### config.mk
export PLATFORM = sky130hd
export DESIGN_NAME = mem_arbiter
export DESIGN_NICKNAME = d
export VERILOG_FILES = /design/src/rtl/mem_arbiter.sv
export SDC_FILE = /design/constraint.sdc
export NUM_CORES = 1
export LEC_CHECK = 0
export CAP_MARGIN = 20
export CORE_MARGIN = 3
export CORE_UTILIZATION = 34
export DETAILED_ROUTE_END_ITERATION = 7
export PLACE_DENSITY_LB_ADDON = 0.2
export REMOVE_ABC_BUFFERS = 1
export SYNTH_ARGS = -nofsm -noshare
export SYNTH_HDL_FRONTEND = slang
export SYNTH_SLANG_ARGS = --single-unit
### constraint.sdc
create_clock -name clk -period 1.7 [get_ports clk]
set_clock_uncertainty 0.2 [all_clocks]
set_input_delay 0.425 -clock clk [delete_from_list [all_inputs] [get_ports clk]]
set_output_delay 0.425 -clock clk [all_outputs]
set_load 0.03 [all_outputs]
### src/rtl/mem_arbiter.sv
// Two-master round-robin arbiter in front of one picorv32-style memory port.
// One transaction at a time; a watchdog aborts requests the memory never answers.
module mem_arbiter #(
  parameter int unsigned TIMEOUT = 255
) (
  input  logic        clk,
  input  logic        reset,
  input  logic        m0_valid,
  input  logic        m0_instr,
  input  logic [31:0] m0_addr,
  input  logic [31:0] m0_wdata,
  input  logic [3:0]  m0_wstrb,
  output logic        m0_ready,
  output logic [31:0] m0_rdata,
  output logic        m0_error,
  input  logic        m1_valid,
  input  logic        m1_instr,
  input  logic [31:0] m1_addr,
  input  logic [31:0] m1_wdata,
  input  logic [3:0]  m1_wstrb,
  output logic        m1_ready,
  output logic [31:0] m1_rdata,
  output logic        m1_error,
  output logic        mem_valid,
  output logic        mem_instr,
  output logic [31:0] mem_addr,
  output logic [31:0] mem_wdata,
  output logic [3:0]  mem_wstrb,
  input  logic        mem_ready,
  input  logic [31:0] mem_rdata
);

  typedef enum logic [1:0] {StIdle, StBusy, StAbort} state_t;

  localparam logic [15:0] TimerLast = 16'(TIMEOUT - 1);

  state_t      state;
  logic        grant;
  logic        last_grant;
  logic [15:0] timer;

  logic req_any;
  logic pick;
  logic expire;
  logic done_ok;
  logic abort;

  always_comb begin
    req_any = m0_valid | m1_valid;
    // On a tie the master that did not win last time goes next.
    pick    = (m0_valid && m1_valid) ? ~last_grant : m1_valid;
    expire  = (TIMEOUT != 0) && (timer == TimerLast);
  end

  always_ff @(posedge clk or negedge reset) begin
    if (!reset) begin
      state      <= StIdle;
      grant      <= 1'b0;
      last_grant <= 1'b1;
      timer      <= 16'd0;
      mem_valid  <= 1'b0;
      mem_instr  <= 1'b0;
      mem_addr   <= 32'd0;
      mem_wdata  <= 32'd0;
      mem_wstrb  <= 4'd0;
    end else begin
      unique case (state)
        StIdle: begin
          if (req_any) begin
            grant      <= pick;
            last_grant <= pick;
            timer      <= 16'd0;
            mem_valid  <= 1'b1;
            mem_instr  <= pick ? m1_instr : m0_instr;
            mem_addr   <= pick ? m1_addr  : m0_addr;
            mem_wdata  <= pick ? m1_wdata : m0_wdata;
            mem_wstrb  <= pick ? m1_wstrb : m0_wstrb;
            state      <= StBusy;
          end
        end
        StBusy: begin
          // Completion takes priority over a watchdog expiry in the same cycle.
          if (mem_ready) begin
            mem_valid <= 1'b0;
            state     <= StIdle;
          end else if (expire) begin
            mem_valid <= 1'b0;
            state     <= StAbort;
          end else begin
            timer <= timer + 16'd1;
          end
        end
        StAbort: state <= StIdle;
        default: state <= StIdle;
      endcase
    end
  end

  always_comb begin
    done_ok  = (state == StBusy) && mem_ready;
    abort    = (state == StAbort);
    m0_ready = (done_ok || abort) && !grant;
    m1_ready = (done_ok || abort) && grant;
    m0_error = abort && !grant;
    m1_error = abort && grant;
    m0_rdata = (done_ok && !grant) ? mem_rdata : 32'd0;
    m1_rdata = (done_ok && grant)  ? mem_rdata : 32'd0;
  end

endmodule

* Word level (Yosys, flattened, before mapping)
Index checks and enable logic that the tools add are counted.
Word-level totals: bits in registers 90, input port bits 175, word-level logic and storage cells 54
Operators by class: add/subtract/negate cells 1, equal/unequal tests 7, mux-type cells 19, bitwise logic cells 2, reductions and logical operators 16
Operator list (number):
- 2-to-1 mux 32 bit | 4
- 2-to-1 mux 16 bit | 3
- one-hot mux 16 bit (2 select lines) | 1
- adder 16 x 1 -> 16 bit (second input constant) | 1
- equality test 16 x 8 -> 1 bit (second input constant) | 1
- logical AND 1 bit | 8
- 2-to-1 mux 2 bit | 3
- inequality test 2 bit (second input constant) | 3
- 2-to-1 mux 1 bit | 5
- 2-to-1 mux 4 bit | 1
- one-hot mux 2 bit (2 select lines) | 1
- AND reduction 2 bit | 2
- AND reduction 4 bit | 1
- inequality test 3 bit (second input constant) | 1
- AND reduction 3 bit | 1
- equality test 2 x 1 -> 1 bit (second input constant) | 1
- equality test 2 bit (second input constant) | 1
- logical NOT 2 bit | 1
- one-hot mux 1 bit (2 select lines) | 1
- nonzero test 2 bit | 1
- logical NOT 1 bit | 1
- logical OR 1 bit | 1
- inverter 1 bit | 1
- bitwise OR 1 bit | 1

* Longest topological paths before layout
depth after elaboration 4, depth in mapped cells 8, gate-level depth less buffers 7

* Least setup slack after synthesis
OpenSTA, ideal clock, no wires.
path kind reg2out, from register state[0], to output m0_ready, arrival time 1545 ps, path slack -470 ps, stages on the path, launching flop included 3, path buffers 0, cell sequence dfrtp_1 > nor3b_1 > or2_2
Between the ends: cells in the longest elaborated chain, start to end 4, elaborated cells between the ends (all ways) 5, those cells by class 2 x eq/ne; 3 x reduce/logical
RTL lines:
- start, declared | RTL line 37 | state_t state;
- start signal, assigned | RTL line 57 | state <= StIdle;
- start signal, assigned | RTL line 78 | state <= StBusy;
- start signal, assigned | RTL line 85 | state <= StIdle;
- equality test 2 x 1 -> 1 bit | RTL line 100 | done_ok = (state == StBusy) && mem_ready;
- logical AND 1 bit | RTL line 100
- logical OR 1 bit (*) | RTL line 102 | m0_ready = (done_ok || abort) && !grant;
- logical AND 1 bit (*) | RTL line 102
- end, declared | RTL line 13 | output logic m0_ready,
Mark *: on every way between the ends. The rest lies on a longest branch, timed or not.

* Worst setup path after layout
from register state[1], to output m1_rdata[3]
Between the ends: cells in the longest elaborated chain, start to end 4
RTL lines:
- equality test 2 x 1 -> 1 bit | RTL line 100
- logical AND 1 bit | RTL line 100
- logical AND 1 bit | RTL line 107 | m1_rdata = (done_ok && grant) ? mem_rdata : 32'd0;
- 2-to-1 mux 32 bit | RTL line 107
- end, declared | RTL line 22 | output logic [31:0] m1_rdata,
No other way between the ends.

==> impl_metrics.json <==
{
  "synth_top_family_by_area": "simple AND/OR/NAND/NOR gates",
  "ios": 313,
  "drive_gt1_share_pct": 39.7,
  "die_h_um": 126,
  "grt_max_degree": 66,
  "p_leak_uw": 0.00482,
  "synth-compound-area-share_pct": 12.8,
  "dp_hpwl_um": 13300,
  "path_cells": "nor2b_4 > and3_4 > buf_12 > and2_4 > buf_6",
  "drv_cap": 0,
  "synth-simple-area-share_pct": 21.6,
  "drt_wl_total_um": 22700,
  "final_nets": 1097,
  "worstMarginPinSlew_ns": 0.404,
  "synth_cells": 523,
  "clock_latency_ns": 0.34,
  "avgSynthCellArea_sq_um": 9.41,
  "drc": 0,
  "synth_area_leader_cell": "dfrtp_1",
  "finalCritPeriodShare_pct": 134,
  "synth_edf_count": 0,
  "tns_ns": -50.62,
  "maxSlewHeadroom_pct": 73.1,
  "drt_iter0_markers": 242,
  "fin_ws_ns": -0.581,
  "slowest_stage": "dfrtp_1",
  "grt_util_all_layers_pct": 22.9,
  "yosysSeqAreaShare_pct": 45.8,
  "cp_data_arrival_time_ns": 1.66,
  "powerDensity_nw_per_um2": 1290,
  "yosysUniqueCellTypes": 51,
  "clkTransAtPathRegs_ns": 0.07,
  "synth_top_area_share_pct": 45.2,
  "ys_async_sr_fraction_pct": 100,
  "final_antenna_net_count": 0,
  "fin_area_sq_um": 10700,
  "final_cell_mix": "clkdlybuf4s50_1 (170), dfrtp_1 (89), buf_6 (84), nand2_1 (73), mux2i_1 (71)",
  "crit_fanout": 10,
  "synth_fa_ha_area_share_pct": 0.508,
  "cts_buffers": 9,
  "grt_pass1_wl_um": 29200,
  "fp.coreArea_sq_um": 14000,
  "num_rows": 43,
  "die_x_um": 126,
  "cpPeakStageDelay_ns": 0.42,
  "viasPerCell": 5.18,
  "post-route-util_pct": 76.1,
  "dr.pass1.iters": 4,
  "num-fill-cells": 880,
  "rsz0062_at_grt": "yes",
  "end_kind": "output port",
  "postPlaceCellArea_sq_um": 8670,
  "crit_required_ns": 1.07,
  "timing.fmax_ghz": 0.438,
  "ir_drop_uv": 681,
  "synthToLayoutAreaGrowth_pct": 117,
  "antenna_found_initial": 1,
  "cts_root_buf": "clkbuf_16",
  "portBuffers": 312,
  "cts_num_sinks": 90,
  "synth.ff_latch_count": 90,
  "final_common_cell": "clkdlybuf4s50_1",
  "crit_type": "reg -> out",
  "dieArea_sq_um": 16000,
  "ys.flop_type": "dfrtp_1",
  "grt_pass1_vias": 5724,
  "hold_path.class": "reg -> reg",
  "muxShareOfSynthArea_pct": 14.8,
  "synth.yosys.warnings": 0,
  "critPathLaunchType": "flip-flop",
  "syn_area_sq_um": 4920,
  "slew_violations": 0,
  "setup_viol": 157,
  "wl_per_cell_um": 20.5,
  "violations": "negative setup slack",
  "synthTopCellsByArea": "dfrtp_1 (45%), mux2i_1 (15%), and2_1 (8.3%)",
  "finalCriticalPeriod_ns": 2.28,
  "status": "complete, but fails checks",
  "place.gp.congestion": 0.874,
  "initial_core_util_pct": 35.1,
  "synthXorXnorAreaFrac_pct": 0.178,
  "finalHoldViolations": 0,
  "htree_num_levels": 3,
  "cts_tree": "built",
  "clockBufferDepth": 2,
  "vias": 5720,
  "gr-total-overflow": 0
}
## path summary, 6_finish.rpt
kind | startpoint | slack [ns] | to | cells after the start
setup / recovery | state[1] | -0.58 | m1_rdata[3] | 5
hold / removal | mem_addr[12] | 0.28 | mem_addr[12] | 2
hold reg to reg | mem_addr[12] | 0.28 | mem_addr[12] | 2
max in group asynchronous | reset | 0.41 | mem_wdata[24] | 3
setup reg to reg | timer[9] | -0.34 | timer[7] | 5
min in group asynchronous | reset | 0.38 | mem_valid | 2
## cell type report
class	count	area, sq um	area share [%]
multi-input combinational	392	2950	27.6
clock buffer	9	225	2.11
timing repair buffer	420	4930	46.1
clock inverter	6	72.6	0.679
antenna	1	2.50	0.0234
inverter	7	33.8	0.316
sequential	90	2250	21.1
tap	180	225	2.11
## Yosys cell counts (4+ instances only)
| cell type | count |
|---|---|
| a21oi_1 | 10 |
| nand2b_1 | 4 |
| nand2_1 | 79 |
| inv_1 | 6 |
| or2_2 | 4 |
| buf_2 | 10 |
| nand3_1 | 11 |
| nor2_1 | 11 |
| nand4_1 | 5 |
| clkbuf_1 | 22 |
| and2_1 | 65 |
| mux2i_1 | 73 |
| dfrtp_1 | 89 |
| o21ai_0 | 69 |
| and3_1 | 6 |
| buf_6 | 4 |
| nor3_1 | 6 |
## critical path, delay by kind of cell, from the launching register on
kind,cells,cell delay (ns)
buffers and inverters,2,0.28
AND/OR/NAND/NOR,3,0.61
flip-flops,1,0.42
## metal layers
| layer | track usage, % | vias up | share of wire [%] |
|---|---|---|---|
| met4 | 8.14 | 0 | 3.2 |
| met1 | 25.1 | 2728 | 36 |
| met2 | 42.6 | 325 | 53 |
| met5 | 0 | - | 0 |
| met3 | 5.77 | 49 | 8.1 |
| li1 | - | 2618 | - |
## power breakdown
group | switching [uW] | internal, uW | total (uW)
logic | 4150 | 4060 | 8210
registers | 602 | 2890 | 3490
clock network | 883 | 1150 | 2030
## registers in the layout (all words and copies together) (netlist names)
signal and cells:
mem_wdata 32, state 2, last_grant 1, mem_instr 1, mem_addr 32, timer 16
mem_wstrb 4, mem_valid 1, grant 1
## logic make-up (layout without fill, tap and decap cells)
logic type / count (synthesis) / count (layout)
simple gates: 205 / 209
compound gates: 107 / 107
flops: 90 / 90
mux: 73 / 73
buf+inv: 45 / 442
fa+ha+maj: 2 / 2
xor+xnor: 1 / 1
other cells: 0 / 1
## through the flow
stage / total power, uW / setup slack (ns) / hold WS [ns] / instances
detailed placement: 9940 / -0.623 / 0.172 / 1031
global placement: 9810 / -0.578 / 0.175 / 1031
global route: 14300 / -0.627 / 0.308 / 1105
floorplan: 6420 / -7.00 / -0.0706 / 485
CTS: 12500 / -0.544 / 0.284 / 1064
finish: 13700 / -0.581 / 0.279 / 1105
## timing repair
action,in CTS,in global routing
pin swaps,29,29
endpoints found under the setup margin,192,143
buffers inserted,7,16
hold buffers,1,0
resized for setup,224,150
gates cloned,10,25
endpoints found under the hold margin,22,0
Note: power is estimated with default switching activity, not from simulation.
